**src/rtl/fetch_stage_pkg.sv**
```systemverilog
// Shared definitions for the instruction-fetch stage: FSM encodings,
// PC step and default bubble word.
package fetch_stage_pkg;

  typedef enum logic [1:0] {
    ST_IDLE  = 2'd0,
    ST_RUN   = 2'd1,
    ST_STALL = 2'd2
  } fetch_state_e;

  localparam logic [31:0] PC_STEP          = 32'd4;
  localparam logic [31:0] DEFAULT_NOP_WORD = 32'h0000_0000;

  // Force a byte address onto a word boundary.
  function automatic logic [31:0] align_word(input logic [31:0] addr);
    return addr & 32'hFFFF_FFFC;
  endfunction

endpackage

```
**src/rtl/fetch_stage_if.sv**
```systemverilog
// Instruction RAM bus between the fetch stage (master) and the RAM (slave).
// The RAM returns ram_data combinationally from ram_addr.
interface fetch_stage_if;

  logic        ram_en;
  logic [31:0] ram_addr;
  logic [31:0] ram_data;

  modport master (output ram_en, output ram_addr, input ram_data);
  modport slave  (input ram_en, input ram_addr, output ram_data);

endinterface

```
**src/rtl/fetch_stage_if_id_reg.sv**
```systemverilog
// IF/ID pipeline register. Flush has priority over load; a flush inserts
// the bubble word, clears valid and keeps the previous pc4.
module if_id_reg #(
  parameter logic [31:0] NOP_WORD = 32'h0000_0000
) (
  input  logic        clk,
  input  logic        reset_n,
  input  logic        load,
  input  logic        flush,
  input  logic [31:0] instr_in,
  input  logic [31:0] pc4_in,
  output logic [31:0] instr,
  output logic [31:0] pc4,
  output logic        valid
);

  logic [31:0] instr_r;
  logic [31:0] pc4_r;
  logic        valid_r;

  // Pipeline register: flush inserts a bubble, load captures the fetched word.
  always_ff @(posedge clk or negedge reset_n) begin
    if (!reset_n) begin
      instr_r <= NOP_WORD;
      pc4_r   <= 32'd0;
      valid_r <= 1'b0;
    end else if (flush) begin
      instr_r <= NOP_WORD;
      valid_r <= 1'b0;
    end else if (load) begin
      instr_r <= instr_in;
      pc4_r   <= pc4_in;
      valid_r <= 1'b1;
    end
  end

  assign instr = instr_r;
  assign pc4   = pc4_r;
  assign valid = valid_r;

endmodule

```
**src/rtl/fetch_stage.sv**
```systemverilog
// Instruction-fetch stage: owns the PC, drives the instruction RAM and
// fills the IF/ID register. Handles hazard stalls and taken-branch flush.
// Optional feature macro FETCH_PERF_CNT_EN adds fetch/stall counters.
module fetch_stage
  import fetch_stage_pkg::*;
#(
  parameter logic [31:0] RESET_PC = 32'h0000_0000,
  parameter logic [31:0] NOP_WORD = DEFAULT_NOP_WORD
) (
  input  logic               clk,
  input  logic               reset_n,
  input  logic               stall,
  input  logic               branch_taken,
  input  logic [31:0]        branch_target,
  fetch_stage_if.master      ram_bus,
  output logic [31:0]        if_id_instr,
  output logic [31:0]        if_id_pc4,
  output logic               if_id_valid,
  output logic [1:0]         fetch_state
`ifdef FETCH_PERF_CNT_EN
  ,
  output logic [31:0]        fetch_count,
  output logic [31:0]        stall_count
`endif
);

  fetch_state_e state_r;
  fetch_state_e state_nxt_s;
  logic [31:0]  pc_r;
  logic [31:0]  pc_nxt_s;
  logic [31:0]  pc_plus_s;
  logic         ram_en_r;
  logic         load_s;
  logic         flush_s;

  assign pc_plus_s = pc_r + PC_STEP;

  // Next-state / next-PC decode; branch beats stall beats increment.
  always_comb begin
    state_nxt_s = state_r;
    pc_nxt_s    = pc_r;
    load_s      = 1'b0;
    flush_s     = 1'b0;
    case (state_r)
      ST_IDLE: begin
        state_nxt_s = ST_RUN;
      end
      ST_RUN, ST_STALL: begin
        if (branch_taken) begin
          pc_nxt_s    = align_word(branch_target);
          flush_s     = 1'b1;
          state_nxt_s = ST_RUN;
        end else if (stall) begin
          state_nxt_s = ST_STALL;
        end else begin
          pc_nxt_s    = pc_plus_s;
          load_s      = 1'b1;
          state_nxt_s = ST_RUN;
        end
      end
      default: begin
        state_nxt_s = ST_IDLE;
      end
    endcase
  end

  // State, PC and RAM enable registers; enable follows the next state so
  // it is a plain flop output.
  always_ff @(posedge clk or negedge reset_n) begin
    if (!reset_n) begin
      state_r  <= ST_IDLE;
      pc_r     <= RESET_PC;
      ram_en_r <= 1'b0;
    end else begin
      state_r  <= state_nxt_s;
      pc_r     <= pc_nxt_s;
      ram_en_r <= (state_nxt_s != ST_IDLE);
    end
  end

  assign ram_bus.ram_en   = ram_en_r;
  assign ram_bus.ram_addr = pc_r;
  assign fetch_state      = state_r;

  if_id_reg #(
    .NOP_WORD (NOP_WORD)
  ) u_if_id_reg (
    .clk      (clk),
    .reset_n  (reset_n),
    .load     (load_s),
    .flush    (flush_s),
    .instr_in (ram_bus.ram_data),
    .pc4_in   (pc_plus_s),
    .instr    (if_id_instr),
    .pc4      (if_id_pc4),
    .valid    (if_id_valid)
  );

`ifdef FETCH_PERF_CNT_EN
  logic [31:0] fetch_count_r;
  logic [31:0] stall_count_r;

  // Performance counters: valid loads and edges spent in STALL, wrapping.
  always_ff @(posedge clk or negedge reset_n) begin
    if (!reset_n) begin
      fetch_count_r <= 32'd0;
      stall_count_r <= 32'd0;
    end else begin
      if (load_s) begin
        fetch_count_r <= fetch_count_r + 32'd1;
      end
      if (state_r == ST_STALL) begin
        stall_count_r <= stall_count_r + 32'd1;
      end
    end
  end

  assign fetch_count = fetch_count_r;
  assign stall_count = stall_count_r;
`else
  // Counters are not built in this configuration.
`endif

endmodule

```
**src/flat_wrapper.sv**
```systemverilog
// flat-port wrapper written by rule: the top's interface ports become plain ports
module fetch_stage_flat import fetch_stage_pkg::*;
#(
  parameter logic [31:0] RESET_PC = 32'h0000_0000,
  parameter logic [31:0] NOP_WORD = DEFAULT_NOP_WORD
)
  (clk, reset_n, stall, branch_taken, branch_target, if_id_instr, if_id_pc4, if_id_valid, fetch_state, ram_bus_ram_en, ram_bus_ram_addr, ram_bus_ram_data);
  fetch_stage_if ram_bus_i ();
  input  logic clk;
  input  logic reset_n;
  input  logic stall;
  input  logic branch_taken;
  input  logic [31:0] branch_target;
  output logic [31:0] if_id_instr;
  output logic [31:0] if_id_pc4;
  output logic if_id_valid;
  output logic [1:0] fetch_state;
  output wire logic [$bits(ram_bus_i.ram_en)-1:0] ram_bus_ram_en;
  output wire logic [$bits(ram_bus_i.ram_addr)-1:0] ram_bus_ram_addr;
  input wire logic [$bits(ram_bus_i.ram_data)-1:0] ram_bus_ram_data;
  assign ram_bus_ram_en = ram_bus_i.ram_en;
  assign ram_bus_ram_addr = ram_bus_i.ram_addr;
  assign ram_bus_i.ram_data = ram_bus_ram_data;
  fetch_stage #(.RESET_PC(RESET_PC), .NOP_WORD(NOP_WORD)) u_core (.clk(clk), .reset_n(reset_n), .stall(stall), .branch_taken(branch_taken), .branch_target(branch_target), .ram_bus(ram_bus_i), .if_id_instr(if_id_instr), .if_id_pc4(if_id_pc4), .if_id_valid(if_id_valid), .fetch_state(fetch_state));
endmodule
```
**config.mk**
```make
export PLATFORM = sky130hd
export DESIGN_NAME = fetch_stage_flat
export DESIGN_NICKNAME = d
export VERILOG_FILES = /design/src/rtl/fetch_stage_pkg.sv /design/src/rtl/fetch_stage_if.sv /design/src/rtl/fetch_stage_if_id_reg.sv /design/src/rtl/fetch_stage.sv /design/src/flat_wrapper.sv
export SDC_FILE = /design/constraint.sdc
export NUM_CORES = 1
export LEC_CHECK = 0
export ABC_AREA = 1
export CORE_ASPECT_RATIO = 1.4
export CORE_MARGIN = 1.5
export CORE_UTILIZATION = 40
export DETAILED_ROUTE_END_ITERATION = 6
export DONT_BUFFER_PORTS = 1
export GPL_ROUTABILITY_DRIVEN = 1
export GPL_TIMING_DRIVEN = 1
export MAX_ROUTING_LAYER = met4
export PLACE_DENSITY = 0.58
export SYNTH_ARGS = -nofsm -noshare
export SYNTH_HDL_FRONTEND = slang
export SYNTH_HIERARCHICAL = 1
export SYNTH_SLANG_ARGS = --single-unit
```
**constraint.sdc**
```tcl
create_clock -name clk -period 1.6 [get_ports clk]
set_input_delay 0.32 -clock clk [delete_from_list [all_inputs] [get_ports clk]]
set_output_delay 0.32 -clock clk [all_outputs]
set_load 0.05 [all_outputs]
```
Word level (Yosys, flattened, before mapping)
Cells that the tools add are included.
- register bits: 100
- output and inout port bits: 100
- logic and storage cells: 31
- add/subtract/negate cells: 1
- eq/ne operators: 3
- mux-type cells: 14
- bitwise logic cells: 1
- reduce and logical (&&, ||, !) cells: 6
- operators by type and width (operator ; count):
    two-way mux 32 bit ; 4
    adder 32 x 3 -> 32 bit (second input constant) ; 1
    two-way mux 1 bit ; 7
    two-way mux 2 bit ; 2
    one-hot mux 2 bit (2 select lines) ; 1
    AND reduction 2 bit ; 2
    nonzero test 2 bit ; 2
    == test 2 x 1 -> 1 bit (second input constant) ; 1
    == test 2 bit (second input constant) ; 1
    zero test 2 bit ; 1
    != test 2 x 1 -> 1 bit (second input constant) ; 1
    OR reduction 2 bit ; 1
    inverter 1 bit ; 1

Logic depth before layout (Yosys ltp)
Gate-level depths: netlist of the first run.
- word-level depth: 5
- depth in mapped cells: 10

Cells and area by module
Netlist of the first run, hierarchy kept.
- modules (own cells, without submodules) (module ; times used ; cells each ; area each (um^2)):
    if_id_reg ; 1 ; 282 ; 2544.9
    fetch_stage ; 1 ; 419 ; 2533.7

Worst setup path after synthesis of the first run
No wires, ideal clock.
- path type: register -> register
- start point: reg u_core.state_r[0] (netlist: u_core/fetch_state[0])
- end point: reg u_core.u_if_id_reg.instr_r[21] (netlist: u_core/u_if_id_reg/instr[21])
- setup time: 66 ps
- arrival: 1890 ps
- required time: 1534 ps
- path slack: -356 ps
- cell stages (with the launch flop): 9
- buffers on the path: 2
- clock period less this slack: 1956 ps
- cells stage by stage: dfrtp_1 -> inv_1 -> ha_1 -> inv_1 -> nor3_1 -> buf_2 -> buf_2 -> nand3_1 -> nand2_1
- longest elaborated chain between the ends: 4
- elaborated cells between the ends (all ways): 7
- classes of those cells: eq/ne: 2; mux: 3; reduce/logical: 2
- RTL lines (element ; line ; RTL):
    start: declaration ; fetch_stage.sv:27 ; fetch_state_e state_r;
    start signal: assignment ; fetch_stage.sv:75 ; state_r <= state_nxt_s;
    == test 2 x 1 -> 1 bit / == test 2 bit (equally long branches) ; fetch_stage.sv:44 ; case (state_r)
    OR reduction 2 bit * ; fetch_stage.sv:44 ;
    two-way mux 1 bit * ; fetch_stage.sv:44 ;
    net u_core.load_s ; fetch_stage.sv:33 ; logic load_s;
    nonzero test 2 bit (no source line) * ; - ;
    end signal: assignment ; fetch_stage_if_id_reg.sv:31 ; instr_r <= instr_in;
    end: declaration ; fetch_stage_if_id_reg.sv:17 ; logic [31:0] instr_r;
Mark *: on every way through the listed nets, which the timed path passes. The rest lies on a longest branch.
A chain may end at the register's enable or synchronous reset.

Worst setup path in the final report of the first run
- start point: reg u_core.state_r[1] (netlist: u_core/fetch_state[1])
- end point: reg u_core.pc_r[13] (netlist: u_core/ram_bus.ram_addr[13])
- longest elaborated chain between the ends: 3
- elaborated cells between the ends (all ways): 4
- classes of those cells: eq/ne: 2; reduce/logical: 2
- RTL lines (element ; line ; RTL):
    == test 2 x 1 -> 1 bit / == test 2 bit (equally long branches) ; fetch_stage.sv:44 ;
    OR reduction 2 bit * ; fetch_stage.sv:44 ;
    AND reduction 2 bit (no source line) * ; - ;
    end signal: assignment ; fetch_stage.sv:76 ; pc_r <= pc_nxt_s;
    end: declaration ; fetch_stage.sv:29 ; logic [31:0] pc_r;
Every way passes the cells marked *; elsewhere a longest branch is shown, timed or not.

==> flow_summary.toml, run 1 <==
[floorplanning]
ios = 168
num_rows = 48
dieArea_sq_um = 13400
core_area_sq_um = 12400
die_h_um = 136
die-width_um = 98.2
start_util = 0.410

[worst_setup_path]
cp-startpoint = "u_core/fetch_state[1]$_DFF_PN0_"
reg2reg_from = "u_core/fetch_state[1]$_DFF_PN0_"
critical_path.top_delay_family = "buffers and inverters"
critical_path_class = "reg -> reg"
crit_buf_inv = 5
slowest_stage = "dfrtp_2"
end_kind = "flip-flop"
start_kind = "flip-flop"
worstPathCellList = "inv_2, ha_4, inv_4, buf_6, a21oi_4, buf_4, clkbuf_16, o21ai_0, o21ai_1"
r2r_slack_ps = -30
crit_fanout = 12
arrival_ps = 1900
cpPeakStageDelay_ps = 370
crit_required_ps = 1870

[detailed_routing]
vias_per_cell = 5.18
via_count = 4673
drtPass1Iterations = 4
first_iter_violations = 201
wirelength_um = 15000
drcViolationCount = 0
routedWlPerCell_um = 16.6
ant_nets = 0

[grt]
grt_first_pass_wirelength_um = 22500
grt_max_degree = 99
grt.total_usage = 0.222
gr-total-overflow = 0
antenna_found_initial = 0
grt_pass1_vias = 4292

[sta]
setup_viol = 20
fmax_ghz = 0.612
fin_skew_ps = 7.18
fin_ws_ps = -32.9
setup-tns-final_ps = -197
finalHoldViolations = 98
rsz0062_at_grt = "yes"
slew_violations = 0
relSlewSlack = 0.619
whs_ps = -335
finalCritPeriodShare = 1.02
tightest_slew_ps = 571
min_period_ps = 1630

[synth]
yosysSeqAreaShare = 0.483
ys_ff_latch = 98
syn_avg_cell_area_sq_um = 7.24
async_reset_ff_frac = 1.00
ys.flop_type = "dfrtp_1"
synth_edf_count = 0
syn_area_sq_um = 5080
yosys_warnings = 6
yosysUniqueCellTypes = 26
synth_cells = 701

[cts]
numCtsBuffers = 9
cts_num_sinks = 98
cts_tree = "yes"
root_buffer = "clkbuf_16"
ctsHtreeMaxLevel = 3
cts.reportedPaths.clkPinSlew_ps = 70
max-clock-path-buffers = 2
clk_latency_ps = 340

[power]
irDropWorstVdd_v = 0.00114
power.density_nw_per_um2 = 2490
total_power_mw = 16.3
power_leakage_nw = 3.24

[cells_and_area]
area.growth.synth_to_final_pct = 28.7
stdcell_area_sq_um = 6530
antenna_cells = 0
drive_gt1_frac = 0.270
fin_cells = 902
final_nets = 819

[placed_design]
place_congestion = 0.860
placedCellCount = 873
portBuffers = 0
hpwl_um = 10300
postPlaceCellArea_sq_um = 5600
post-place-ws_ps = -458

[hold_path]
hp-class = "in -> async"

[flow_run]
cap_violations = 0

[run_status]
status = "finished with violations"
violations = "negative hold slack, negative setup slack"
[final cells by class]
| class | instances | area, sq um |
|---|---|---|
| repair buffers | 64 | 689 |
| well taps | 150 | 188 |
| flip-flops and latches | 98 | 2470 |
| clock buffers | 10 | 239 |
| fillers | 1226 | 5840 |
| inverters | 45 | 174 |
| multi-input cells | 529 | 2720 |
| clock inverters | 6 | 47.5 |
[cell usage in the layout, fill, tap and decap left out]
master / instances
nor3_4: 1
buf_8: 2
buf_4: 45
nand2_4: 21
buf_6: 5
nor2_1: 63
o21ai_2: 6
clkinvlp_4: 1
o22ai_1: 5
a31oi_1: 1
inv_4: 2
nand2_8: 1
conb_1: 4
nand4_1: 1
nor2_2: 18
inv_2: 5
xor2_2: 1
inv_1: 38
inv_6: 2
a21oi_4: 1
clkinv_4: 2
nand3_2: 4
nand3_1: 89
nor2_4: 11
nand3b_1: 2
ha_4: 2
clkinv_2: 1
dfrtp_2: 16
nand2_1: 230
ha_1: 2
nand2_2: 34
o21ai_1: 19
clkbuf_16: 14
o21ai_0: 7
xor2_1: 6
buf_12: 7
dfrtp_1: 82
clkbuf_8: 1
[sequential cells by signal (all words and copies together) (netlist names)]
name / cells
u_core/fetch_state: 2
u_core/ram_bus.ram_addr: 30
u_core/ram_bus.ram_en: 1
u_core/u_if_id_reg/instr: 32
u_core/u_if_id_reg/pc4: 32
u_core/u_if_id_reg/valid: 1
[synth_stat cells (3+ instances only)]
master,count,area share
nor2_2,5,0.0062
inv_1,43,0.032
nand2_1,282,0.21
buf_2,22,0.022
clkbuf_1,5,0.0037
xor2_1,7,0.012
buf_4,3,0.0044
ha_1,4,0.0099
nor2_1,82,0.061
nand2_2,3,0.0037
o21ai_0,24,0.024
nand3_1,93,0.092
o21ai_1,8,0.0079
nor2_4,4,0.0089
dfrtp_1,98,0.48
o22ai_1,5,0.0062
[worst paths after layout]
check	end	depth (start not counted)
hold / removal	u_core/u_if_id_reg/pc4[3]$_DFFE_PN0P_	0
max in group asynchronous	u_core/u_if_id_reg/instr[1]$_DFFE_PN0P_	0
min in group clk	u_core/u_if_id_reg/instr[2]$_DFFE_PN0P_	2
setup / recovery	u_core/ram_bus.ram_addr[13]$_DFFE_PN0P_	9
hold reg to reg	u_core/ram_bus.ram_addr[8]$_DFFE_PN0P_	2
setup reg to reg	u_core/ram_bus.ram_addr[13]$_DFFE_PN0P_	9
[layer usage]
| metal | wire (um) | GRT usage |
|---|---|---|
| met3 | 1150 | 0.0530 |
| met5 | 0 | - |
| met4 | 300 | 0.0822 |
| met2 | 7600 | 0.370 |
| met1 | 5900 | 0.261 |
[worst reg2reg max path, stage by stage (launching register included)]
cell and delay, ps:
dfrtp_2 370, inv_2 50, ha_4 270, inv_4 40, buf_6 110, a21oi_4 180
buf_4 160, clkbuf_16 150, o21ai_0 80, o21ai_1 140
[cell families (layout without fill, tap and decap cells)]
group	after synthesis	count (layout)	synth area share
buffers and inverters	78	125	0.0655
xor gates and xnor gates	7	7	0.0121
other	1	4	0.000738
and+or+nand+nor	474	475	0.387
adders and majority gates	4	4	0.00986
AOI/OAI and AO/OA	39	39	0.0421
DFF	98	98	0.483
[timing repair]
action / CTS / global route
gates cloned: 1 / 6
buffers inserted: 2 / 4
resized for setup: 18 / 129
endpoints found under the setup margin: 79 / 93
pin swaps: 2 / 43
endpoints found under the hold margin: 98 / 98
[report_power, final]
group	leakage (nW)	switching, mW	internal, mW
Combinational	1.88	4.59	2.59
Clock	0.139	0.980	1.11
Sequential	1.23	3.45	3.54
Total	3.24	9.02	7.24
[metrics by stage]
step                hold WS (ps)  utilization
detailed placement          26.3        0.453
global route                -353        0.528
floorplan                   24.4            -
finish                      -335        0.528
CTS                         -348        0.483
global placement            26.9        0.453
No activity file was read; power rests on OpenSTA's default activity.
==> inputs of run 2 (changes only) <==
CAP_MARGIN = 20   (was unset)
CTS_CLUSTER_SIZE = 28   (was unset)
==> results of run 2 <==
The final DEF is identical to that of run 1; final timing and power are the same.
